$ cat src/rtl/resta_bcd_display.sv
// Converts an unsigned N-bit subtractor result to ND packed BCD digits (double-dabble) and 7-segment codes.
// Optional macro LEADING_ZERO_BLANK_EN blanks leading zero digits on seg; bcd is unaffected.
module resta_bcd_display #(
    parameter int N  = 6,
    parameter int ND = 2
) (
    input  logic              clk,
    input  logic              reset,
    input  logic              valid_in,
    input  logic [N-1:0]      y,
    output logic              ready_out,
    output logic [4*ND-1:0]   bcd,
    output logic [7*ND-1:0]   seg,
    output logic              done
);

    function automatic longint pow10(input int e);
        longint r = 1;
        for (int i = 0; i < e; i++) r = r * 10;
        return r;
    endfunction

    if (N < 2 || N > 16 || pow10(ND) <= (longint'(1) << N) - 1) begin : g_bad_params
        $error("resta_bcd_display: N must be 2..16 and 10**ND must exceed 2**N-1");
    end

    function automatic logic [6:0] seg7(input logic [3:0] d);
        case (d)
            4'd0:    return 7'h40;
            4'd1:    return 7'h79;
            4'd2:    return 7'h24;
            4'd3:    return 7'h30;
            4'd4:    return 7'h19;
            4'd5:    return 7'h12;
            4'd6:    return 7'h02;
            4'd7:    return 7'h78;
            4'd8:    return 7'h00;
            4'd9:    return 7'h10;
            default: return 7'h7F;
        endcase
    endfunction

    typedef enum logic [1:0] {IDLE, CONVERT, UPDATE} state_t;
    localparam int CW = $clog2(N + 1);

    state_t            state, next_state;
    logic [N-1:0]      shifter;
    logic [4*ND-1:0]   scratch, adjusted;
    logic [CW-1:0]     count;
    logic [7*ND-1:0]   seg_next;

    // NOTE: registers use non-blocking assignments so every flop samples pre-edge values.
    always_ff @(posedge clk or posedge reset) begin
        if (reset) state <= IDLE;
        else       state <= next_state;
    end

    // NOTE: next_state is defaulted first so no path through the case leaves it unassigned (no latch).
    always_comb begin
        next_state = state;
        case (state)
            IDLE:    if (valid_in) next_state = CONVERT;
            CONVERT: if (count == CW'(1)) next_state = UPDATE;
            UPDATE:  next_state = IDLE;
            default: next_state = IDLE;
        endcase
    end

    always_comb begin
        ready_out = (state == IDLE);
    end

    always_comb begin
        adjusted = scratch;
        for (int k = 0; k < ND; k++) begin
            if (scratch[4*k +: 4] >= 4'd5) adjusted[4*k +: 4] = scratch[4*k +: 4] + 4'd3;
        end
    end

    // Each CONVERT cycle corrects digits, then shifts one result bit into the BCD scratch.
    always_ff @(posedge clk or posedge reset) begin
        if (reset) begin
            shifter <= '0;
            scratch <= '0;
            count   <= '0;
        end else begin
            case (state)
                IDLE: if (valid_in) begin
                    shifter <= y;
                    scratch <= '0;
                    count   <= CW'(N);
                end
                CONVERT: begin
                    {scratch, shifter} <= {adjusted[4*ND-2:0], shifter, 1'b0};
                    count              <= count - 1'b1;
                end
                default: ;
            endcase
        end
    end

    always_comb begin
        seg_next = '1;
        for (int k = 0; k < ND; k++) seg_next[7*k +: 7] = seg7(scratch[4*k +: 4]);
`ifdef LEADING_ZERO_BLANK_EN
        begin
            logic leading;
            leading = 1'b1;
            for (int k = ND - 1; k >= 1; k--) begin
                if (leading && scratch[4*k +: 4] == 4'd0) seg_next[7*k +: 7] = 7'h7F;
                else                                      leading = 1'b0;
            end
        end
`endif
    end

    always_ff @(posedge clk or posedge reset) begin
        if (reset) begin
            bcd  <= '0;
            seg  <= '1;
            done <= 1'b0;
        end else begin
            done <= (state == UPDATE);
            if (state == UPDATE) begin
                bcd <= scratch;
                seg <= seg_next;
            end
        end
    end

endmodule

$ cat config.mk
export PLATFORM = sky130hd
export DESIGN_NAME = resta_bcd_display
export DESIGN_NICKNAME = d
export VERILOG_FILES = /design/src/rtl/resta_bcd_display.sv
export SDC_FILE = /design/constraint.sdc
export NUM_CORES = 1
export LEC_CHECK = 0
export BUFFER_PORTS_ARGS = -buffer_cell sky130_fd_sc_hd__buf_4
export CAP_MARGIN = 20
export CORE_MARGIN = 4
export CORE_UTILIZATION = 35
export CTS_BUF_LIST = sky130_fd_sc_hd__clkbuf_8
export DETAILED_ROUTE_END_ITERATION = 6
export GPL_TIMING_DRIVEN = 0
export SKIP_LAST_GASP = 1
export SYNTH_ARGS = -nofsm -noshare
export SYNTH_HDL_FRONTEND = slang
export SYNTH_SLANG_ARGS = --single-unit
$ cat constraint.sdc
create_clock -name clk -period 4.4 [get_ports clk]
set_input_delay 0.44 -clock clk [delete_from_list [all_inputs] [get_ports clk]]
set_output_delay 0.44 -clock clk [all_outputs]
set_load 0.005 [all_outputs]
==> summary.md <==
| Metric | Value |
|---|---|
| Status | `complete, no violations` |
| Initial antenna violation count | `0` |
| GR Overflow Total | `0` |
| Vias in the first global route | `1745` |
| Syn Nets | `244` |
| Fin cells | `338` |
| Final Setup Violations | `0` |
| Layout area overhead | `21.9%` |
| Register area share after synthesis | `48.9%` |
| Slew Limit Fails | `0` |
| Via count | `1683` |
| Antenna fix cells | `0` |
| Worst vdd ir | `0.228 mV` |
| Io pins | `33` |
| Routability cong. | `0.800` |
| Slew HR | `71.6%` |
| Core area | `0.00599 mm2` |
| Mapped Cells | `221` |
| Synth warn | `0` |
| Clock sinks | `42` |
| Slew @ Worst Pin | `0.426 ns` |
| FMAX | `559 MHz` |
| Die H | `87.0 um` |
| Largest net degree at the start of global routing | `41` |
| FP Rows | `28` |
| Layout cell share with drive strength beyond 1 | `29.3%` |
| CTS clk-pin slew, worst paths | `0.08 ns` |
| Synthesized area per cell | `9.88 um2` |
| DIE WIDTH | `87.0 um` |
| Post-route DRC | `0` |
| Most frequent cell after synthesis | `nand2_1` |
| Postcts setup bufs | `0` |
| CTS max path bufs | `2` |
| CTS tree | `built` |
| Placed cell areas | `0.00254 mm2` |
| Layout Nets | `285` |
| First-pass GRT wire length | `8.09 mm` |
| WP data required | `4.57 ns` |
| Power Density | `702 mW/mm2` |
| RSZ-0062 raised after global routing | `no` |
| Initial DRC Count | `62` |
| LEAKAGE | `1.26 nW` |
| Total CTS buffers | `5` |
| Max Cap Viol | `0` |
| Design area | `0.00266 mm2` |
| Netlist cell types | `38` |
| CP Max Fanout | `8` |
| Die area | `0.00757 mm2` |
| Mapped Area | `0.00218 mm2` |
| Commonest cells in the netlist | `nand2_1 (37), o21ai_0 (31), dfrtp_1 (28)` |
| Hold Crit Class | `in2reg` |
| Drt first pass iters | `4` |
| Tcrit/Tclk final | `40.7%` |
| Critical Path Start Type | `flop` |
| Min Tclk post-route | `1.79 ns` |
| Root Driver | `clkbuf_8` |
| Clk_lat worst skew | `0.30 ns` |
| Post-synth EDFFs | `0` |
| Cell taking the most area after synthesis | `dfrtp_1` |
| CTS H-tree depth | `2` |
| Ys flop type | `dfrtp_1` |
| FILL cells | `590` |
| Port Buffers | `32` |
| Final antenna-violating net count | `0` |
| CP Capture Type | `flop` |
| Setup TNS | `0 ns` |
| GRT Resource Usage Total | `13.3%` |
| Initial core utilization | `36.4%` |
| CP arrival | `1.96 ns` |
| Top cells by area, synth | `dfrtp_1 (32%), dfstp_2 (17%), ha_1 (8.0%), o21ai_0 (7.1%), nand2_1 (6.4%)` |
| Synth async-reset ratio | `100%` |
| WL final | `4.63 mm` |
| Critical path class | `reg2reg` |
| Drt wl/cell | `13.7 um` |
| Dpl cells | `329` |
| Detail Placement HPWL | `3.33 mm` |
| Hold Fails Final Rpt | `0` |
| DR vias/cell | `4.98` |
| Worst Clk Skew | `0.0132 ns` |
| Top-area cell type share of the netlist area | `32.1%` |
| Synthesized flop and latch total | `42` |
[area by class of cell]
type / instances / area [um2] / area share (%)
buffer: 13 / 95.1 / 3.57
tap: 75 / 93.8 / 3.53
inverter: 14 / 52.6 / 1.97
timing repair buffer: 34 / 270 / 10.2
clock buffer: 5 / 68.8 / 2.59
clock inverter: 3 / 45.0 / 1.69
multi-input combinational: 152 / 967 / 36.3
sequential: 42 / 1070 / 40.2
[per-stage QoR]
step | util [%] | power [mW] | setup WS [ns] | hold slack (ns)
5_1_grt | 44.4 | 2.04 | 2.47 | 0.393
3_5_place_dp | 42.4 | 1.57 | 2.62 | 0.323
6_report | 44.4 | 1.87 | 2.61 | 0.385
3_3_place_gp | 42.0 | 1.54 | 2.34 | 0.456
4_1_cts | 44.4 | 1.89 | 2.61 | 0.378
2_1_floorplan | - | 1.27 | 2.84 | 0.449
[metal layers]
metal | track usage (%) | wire [um]
met4 | 4.96 | 69
met3 | 3.12 | 239
met5 | 0 | 0
met2 | 21.5 | 2070
met1 | 17.4 | 2250
[flip-flops by register name, summed over array words and instances (netlist names)]
signal and cells:
shifter 6, seg 14, state 2, scratch 8
count 3, bcd 8, done 1
[cells in the final DEF (no fill, tap or decap), types with 2 or more instances in the layout]
cell / instances
xnor2_1: 3
o21ai_0: 31
buf_6: 4
inv_2: 2
and3b_1: 5
dfrtp_1: 28
clkbuf_8: 5
dfstp_2: 14
o22ai_1: 2
ha_1: 14
nor2_1: 6
nand2_1: 37
buf_2: 6
a22oi_1: 3
o31ai_1: 8
nor2b_1: 2
mux2_2: 3
inv_1: 12
clkinvlp_4: 2
a22o_1: 2
mux2i_1: 3
nand2b_1: 4
a21oi_1: 14
buf_4: 34
[report_power, final]
group / switching [mW] / total (mW) / internal (mW)
combinational: 0.465 / 0.882 / 0.417
sequential: 0.106 / 0.674 / 0.568
clock: 0.143 / 0.312 / 0.169
[kinds of logic (layout without fill, tap and decap cells)]
| family | after synthesis | count (layout) | share of synthesized area, % |
|---|---|---|---|
| fa+ha+maj | 14 | 14 | 8.02 |
| xor+xnor | 3 | 3 | 1.20 |
| buf+inv | 27 | 69 | 6.76 |
| simple gates | 61 | 61 | 13.8 |
| flops | 42 | 42 | 48.9 |
| mux | 6 | 6 | 2.92 |
| compound gates | 68 | 68 | 18.4 |
[worst max-delay path, stage by stage, from the launching register on]
cell and delay (ns):
dfrtp_1 0.50, inv_1 0.19, ha_1 0.28, ha_1 0.30, o21bai_1 0.16, a22oi_1 0.15
o21ai_0 0.10
[final timing paths]
check	from	to	slack, ns	depth (start not counted)
max	scratch[1]$_DFFE_PP0P_	scratch[3]$_DFFE_PP0P_	2.61	6
min	y[0]	shifter[0]$_DFFE_PP0P_	0.39	2
max reg2reg	scratch[1]$_DFFE_PP0P_	scratch[3]$_DFFE_PP0P_	2.61	6
min reg2reg	seg[11]$_DFFE_PP1P_	seg[11]$_DFFE_PP1P_	0.47	2
max in group asynchronous	reset	seg[8]$_DFFE_PP1P_	3.37	4
min in group asynchronous	reset	shifter[0]$_DFFE_PP0P_	0.56	3
[what timing repair did]
action,4_1_cts,5_1_grt
endpoints found under the setup margin,0,0
hold buffers,1,0
gates resized for setup,0,0
hold endpoints to repair,1,0
Note: power is estimated with default switching activity, not from simulation.
